File: config.mk
export PLATFORM = sky130hd
export DESIGN_NAME = midi_voice_allocator
export DESIGN_NICKNAME = d
export VERILOG_FILES = /design/src/rtl/midi_voice_allocator.sv
export SDC_FILE = /design/constraint.sdc
export NUM_CORES = 1
export LEC_CHECK = 0
export ABC_AREA = 1
export ABC_CLOCK_PERIOD_IN_PS = 2900
export CAP_MARGIN = 10
export CORE_AREA = 3 3 122 124
export CTS_CLUSTER_SIZE = 20
export DETAILED_ROUTE_END_ITERATION = 8
export DIE_AREA = 0 0 125 127
export MAX_ROUTING_LAYER = met4
export PLACE_DENSITY_LB_ADDON = 0.08
export SLEW_MARGIN = 20
export SYNTH_ARGS = -nofsm -noshare
export SYNTH_HDL_FRONTEND = slang
export SYNTH_SLANG_ARGS = --single-unit
File: constraint.sdc
create_clock -name clk -period 2.9 [get_ports clk]
set_input_delay 0.29 -clock clk [delete_from_list [all_inputs] [get_ports clk]]
set_output_delay 0.29 -clock clk [all_outputs]
set_load 0.01 [all_outputs]
File: src/rtl/midi_voice_allocator.sv
// MIDI voice allocator: maps note-on/off messages onto NUM_VOICES synth voices.
// Optional macro MIDI_VOICE_STEAL_EN lets a note-on steal the oldest voice when all are busy.
module midi_voice_allocator #(
    parameter int NUM_VOICES = 8,
    parameter int AGE_WIDTH  = 8,
    localparam int VW        = $clog2(NUM_VOICES)
) (
    input  logic                  clk,
    input  logic                  rst,
    input  logic                  msg_valid,
    input  logic [2:0][7:0]       msg_data,
    input  logic [1:0]            msg_len,
    output logic                  msg_ready,
    output logic                  upd_valid,
    output logic [VW-1:0]         upd_voice,
    output logic                  upd_gate,
    output logic [6:0]            upd_note,
    output logic [6:0]            upd_vel,
    input  logic                  upd_ready,
    output logic [NUM_VOICES-1:0] voice_active,
    output logic                  all_off
);

    typedef enum logic [1:0] {IDLE, SCAN, ISSUE} state_t;

    localparam logic [VW-1:0] LAST = VW'(NUM_VOICES - 1);

    state_t               state;
    logic [6:0]           voice_note [NUM_VOICES];
    logic [AGE_WIDTH-1:0] voice_age  [NUM_VOICES];

    logic                 cmd_on;
    logic [6:0]           cmd_note;
    logic [6:0]           cmd_vel;
    logic [VW-1:0]        idx;

    logic                 match_found, free_found;
    logic [VW-1:0]        match_idx, free_idx, old_idx;
    logic [AGE_WIDTH-1:0] old_age;

    logic                 nxt_match_found, nxt_free_found;
    logic [VW-1:0]        nxt_match_idx, nxt_free_idx, nxt_old_idx;
    logic [AGE_WIDTH-1:0] nxt_old_age;

    logic                 is_note_on, is_note_off, is_all_off;
    logic                 hit;
    logic [VW-1:0]        tgt;
    logic                 unused_chan;

    // channel nibble is filtered upstream
    assign unused_chan = ^msg_data[0][3:0];

    // classify the incoming message
    always_comb begin
        is_note_on  = (msg_len == 2'd3) && (msg_data[0][7:4] == 4'h9)
                      && (msg_data[2] != 8'd0);
        is_note_off = (msg_len == 2'd3) && ((msg_data[0][7:4] == 4'h8)
                      || ((msg_data[0][7:4] == 4'h9) && (msg_data[2] == 8'd0)));
        is_all_off  = (msg_len >= 2'd2) && (msg_data[0][7:4] == 4'hB)
                      && (msg_data[1] == 8'd123);
    end

    // fold the voice under examination into the running scan trackers
    always_comb begin
        logic                 m_hit, f_hit, o_hit;
        logic                 cur_act;
        logic [6:0]           cur_note;
        logic [AGE_WIDTH-1:0] cur_age;
        cur_act  = voice_active[idx];
        cur_note = voice_note[idx];
        cur_age  = voice_age[idx];
        m_hit = cur_act && (cur_note == cmd_note) && !match_found;
        f_hit = !cur_act && !free_found;
        o_hit = (idx == '0) || (cur_age > old_age);
        nxt_match_found = match_found || m_hit;
        nxt_match_idx   = m_hit ? idx : match_idx;
        nxt_free_found  = free_found || f_hit;
        nxt_free_idx    = f_hit ? idx : free_idx;
        nxt_old_age     = o_hit ? cur_age : old_age;
        nxt_old_idx     = o_hit ? idx : old_idx;
    end

    // pick the target voice from the completed scan
    always_comb begin
        hit = 1'b0;
        tgt = '0;
        if (nxt_match_found) begin
            hit = 1'b1;
            tgt = nxt_match_idx;
        end else if (cmd_on && nxt_free_found) begin
            hit = 1'b1;
            tgt = nxt_free_idx;
        end else if (cmd_on) begin
`ifdef MIDI_VOICE_STEAL_EN
            hit = 1'b1;
            tgt = nxt_old_idx;
`else
            hit = 1'b0;
`endif
        end
    end

    // control FSM, registered outputs and voice state
    always_ff @(posedge clk) begin
        if (rst) begin
            state        <= IDLE;
            msg_ready    <= 1'b0;
            upd_valid    <= 1'b0;
            upd_voice    <= '0;
            upd_gate     <= 1'b0;
            upd_note     <= '0;
            upd_vel      <= '0;
            voice_active <= '0;
            all_off      <= 1'b0;
            cmd_on       <= 1'b0;
            cmd_note     <= '0;
            cmd_vel      <= '0;
            idx          <= '0;
            match_found  <= 1'b0;
            free_found   <= 1'b0;
            match_idx    <= '0;
            free_idx     <= '0;
            old_idx      <= '0;
            old_age      <= '0;
            for (int i = 0; i < NUM_VOICES; i++) begin
                voice_note[i] <= '0;
                voice_age[i]  <= '0;
            end
        end else begin
            all_off <= 1'b0;
            unique case (state)
                IDLE: begin
                    msg_ready <= 1'b1;
                    if (msg_valid && msg_ready) begin
                        cmd_on      <= is_note_on;
                        cmd_note    <= msg_data[1][6:0];
                        cmd_vel     <= msg_data[2][6:0];
                        idx         <= '0;
                        match_found <= 1'b0;
                        free_found  <= 1'b0;
                        match_idx   <= '0;
                        free_idx    <= '0;
                        old_idx     <= '0;
                        old_age     <= '0;
                        if (is_note_on || is_note_off) begin
                            state     <= SCAN;
                            msg_ready <= 1'b0;
                        end else if (is_all_off) begin
                            voice_active <= '0;
                            all_off      <= 1'b1;
                            for (int i = 0; i < NUM_VOICES; i++)
                                voice_age[i] <= '0;
                        end
                    end
                end
                SCAN: begin
                    match_found <= nxt_match_found;
                    match_idx   <= nxt_match_idx;
                    free_found  <= nxt_free_found;
                    free_idx    <= nxt_free_idx;
                    old_age     <= nxt_old_age;
                    old_idx     <= nxt_old_idx;
                    idx         <= idx + 1'b1;
                    if (idx == LAST) begin
                        if (hit) begin
                            state     <= ISSUE;
                            upd_valid <= 1'b1;
                            upd_voice <= tgt;
                            upd_gate  <= cmd_on;
                            upd_note  <= cmd_note;
                            upd_vel   <= cmd_on ? cmd_vel : 7'd0;
                        end else begin
                            state     <= IDLE;
                            msg_ready <= 1'b1;
                        end
                    end
                end
                ISSUE: begin
                    if (upd_ready) begin
                        upd_valid               <= 1'b0;
                        state                   <= IDLE;
                        msg_ready               <= 1'b1;
                        voice_active[upd_voice] <= upd_gate;
                        voice_note[upd_voice]   <= upd_note;
                        if (upd_gate) begin
                            for (int i = 0; i < NUM_VOICES; i++) begin
                                if (upd_voice == VW'(i))
                                    voice_age[i] <= '0;
                                else if (voice_active[i] && (voice_age[i] != '1))
                                    voice_age[i] <= voice_age[i] + 1'b1;
                            end
                        end
                    end
                end
                default: begin
                    state     <= IDLE;
                    msg_ready <= 1'b0;
                end
            endcase
        end
    end

endmodule

==> impl_metrics.ini <==
[final_layout]
multiInputGateArea_um2 = 2160
final_common_cell = nand2_1
utilization = 0.494
layout.cells.non_filler = 986
area_growth_syn_to_layout_pct = 24.1
drive_gt1_frac = 0.0546
final_cell_mix = nand2_1 (207), nor2_1 (120), inv_1 (101)
antenna_cells = 0
seq_area_um2 = 2880
fillers = 1379
fin_nets = 829

[pwr]
power_density_nw_per_um2 = 716
p_total_mw = 4.91
leakage_nw = 2.82
vdd_drop_max_v = 0.000429

[drt]
via_per_inst = 4.88
ant_nets = 0
drc = 0
avgRoutedWirePerCell_um = 15.2
dr.pass1.iters = 4
num_vias = 4811
wl_mm = 15.0
drt-initial-drc-count = 394

[timing]
skew_ns = 0.00583
slew_viol_final = 0
tightest_slew_ns = 0.701
setup_viol = 0
min_period_ns = 2.54
fin_crit_sh = 0.875
hold_viol = 0
fmax_ghz = 0.394
relSlewSlack = 0.529
rsz0062_at_grt = false
tns_ns = 0

[global_routing]
grt_pass1_vias = 4802
overflow = 0
grt.total_usage = 0.200
grt_antenna_before_repair = 0
grt_pass1_wl_mm = 24.5
grt_max_degree = 26

[placed_design]
dp_hpwl_mm = 10.9
port_buffers = 54
placed_cells = 954
place_congestion = 0.904

[critical_path]
critPathMaxFanout = 19
worst_ep_arrival_time_ns = 2.85
r2r_cells = 16
worstPathRequired_ns = 3.21
critPathLaunchType = register
r2r-end = upd_voice[0]
r2r_setup_slack_ns = 0.36
setup.worst_path.end_class = register
path_class = register to register

[synth]
syn_inst = 731
synth_area_um2 = 5530
yosysWarnings = 0
syn_nets = 767
synth_seq_cells = 116
synth-seq-area-share = 0.521
syn_avg_cell_area_um2 = 7.56
synth_cell_types = 24

[clock_tree]
htreeDepth = 4
numCtsBuffers = 17
clk_pin_slew_ns = 0.05
clock_sink_count = 116
hold_buffers = 0
clk_latency_ns = 0.42
cts_tree = done
cts-root-buf = clkbuf_16
post_cts_resize_count = 0
cts.path.max_buffers = 2
post-cts-setup-buffers = 0

[outcome]
status = finished clean

[floorplanning]
die_area_um2 = 15900
die_y_um = 127
core_area_um2 = 13900
initial_core_util = 0.398
pin_count = 59
fp.dieW_um = 125
rows = 43

[hold_path]
hold_end = upd_vel[2]
hold_start = upd_vel[2]
min_path_cells = 2
hp-class = register to register

[run]
max_cap_viol_count = 0
-- Yosys cell counts (all sizes together) --
library cell	instances	share of area
and2	2	0.0023
o21ai	27	0.024
clkbuf	12	0.0081
ha	6	0.014
nor2	121	0.083
o22ai	1	0.0011
dfxtp	60	0.22
or2	1	0.0011
edfxtp	56	0.30
nand2	207	0.14
nand4	11	0.012
buf	9	0.0086
a211oi	10	0.014
inv	104	0.071
a21oi	35	0.032
nor4	2	0.0023
nor3b	1	0.0014
nand3	56	0.055
nor3	10	0.0091
-- final cells by class --
class,instances,share of cell area
clock inverter,3,0.00583
timing repair buffer,64,0.0897
clock buffer,29,0.0789
tap,180,0.0328
multi-input combinational,490,0.315
inverter,104,0.0572
sequential,116,0.420
-- stage by stage --
step / cell area [um^2] / setup WS [ns] / hold WS [ns]
global route: 6860 / 0.0280 / 0.472
finish: 6860 / 0.364 / 0.465
CTS: 6860 / 0.191 / 0.466
detailed placement: 6280 / 0.228 / 0.458
global placement: 6280 / 0.263 / 0.451
floorplan: 5530 / 1.06 / 0.425
-- worst max-delay path by stage --
| stage | start | end | slack (ns) | cells past startpoint |
|---|---|---|---|---|
| global placement | register | upd_voice[1] | 0.26 | 15 |
| detailed placement | register | upd_voice[0] | 0.23 | 15 |
| CTS | register | upd_voice[0] | 0.19 | 17 |
| finish | register | upd_voice[0] | 0.36 | 16 |
| global route | idx[0] | upd_voice[1] | 0.03 | 17 |
| floorplan | register | upd_note[0] | 1.06 | 14 |
-- cell families (layout without fill, tap and decap cells) --
family / after synthesis / in the layout / share of synthesized area
buffers and inverters: 125 / 200 / 0.0873
adders and majority gates: 6 / 6 / 0.0136
and+or+nand+nor: 411 / 411 / 0.307
AOI/OAI and AO/OA: 73 / 73 / 0.0708
DFF: 116 / 116 / 0.521
-- power by group --
part           switching, mW  internal (mW)  leakage, nW  total, mW
clock                  0.707           1.34        0.287       2.05
sequential            0.0888           1.85         1.02       1.94
combinational          0.603          0.322         1.51      0.925
total                   1.40           3.51         2.82       4.91
-- worst max-delay path: stages (launching register included) --
cell and delay (ns):
dfxtp_2 0.47, buf_4 0.27, nand2_1 0.07, nand3_1 0.10, nand3_1 0.14, nand2_1 0.14
nand2_1 0.06, nand2_1 0.05, nand2_1 0.05, nor2_1 0.08, nand2_1 0.12, nand3_4 0.14
nand3_4 0.24, inv_2 0.26, nand2_1 0.07, nor2_1 0.10, nor2_1 0.05
-- per-layer routing --
layer / vias to the layer above / wire, um / global-route usage
li1: 2461 / - / -
met1: 2237 / 6790 / 0.256
met2: 93 / 7230 / 0.320
met3: 20 / 741 / 0.0401
met4: 0 / 212 / 0.0695
met5: - / 0 / -
-- state kept, by name (all words and copies together) (netlist names), named ones only --
| register | flops |
|---|---|
| upd_voice | 3 |
| cmd_vel | 7 |
| upd_note | 7 |
| voice_active | 8 |
| all_off | 1 |
| free_idx | 3 |
| msg_ready | 1 |
| cmd_note | 7 |
| voice_note | 56 |
| upd_valid | 1 |
| upd_gate | 1 |
| idx | 3 |
| upd_vel | 7 |
| free_found | 1 |
| cmd_on | 1 |
| match_idx | 3 |
| match_found | 1 |
| state | 2 |
No activity file was read; power rests on OpenSTA's default activity.
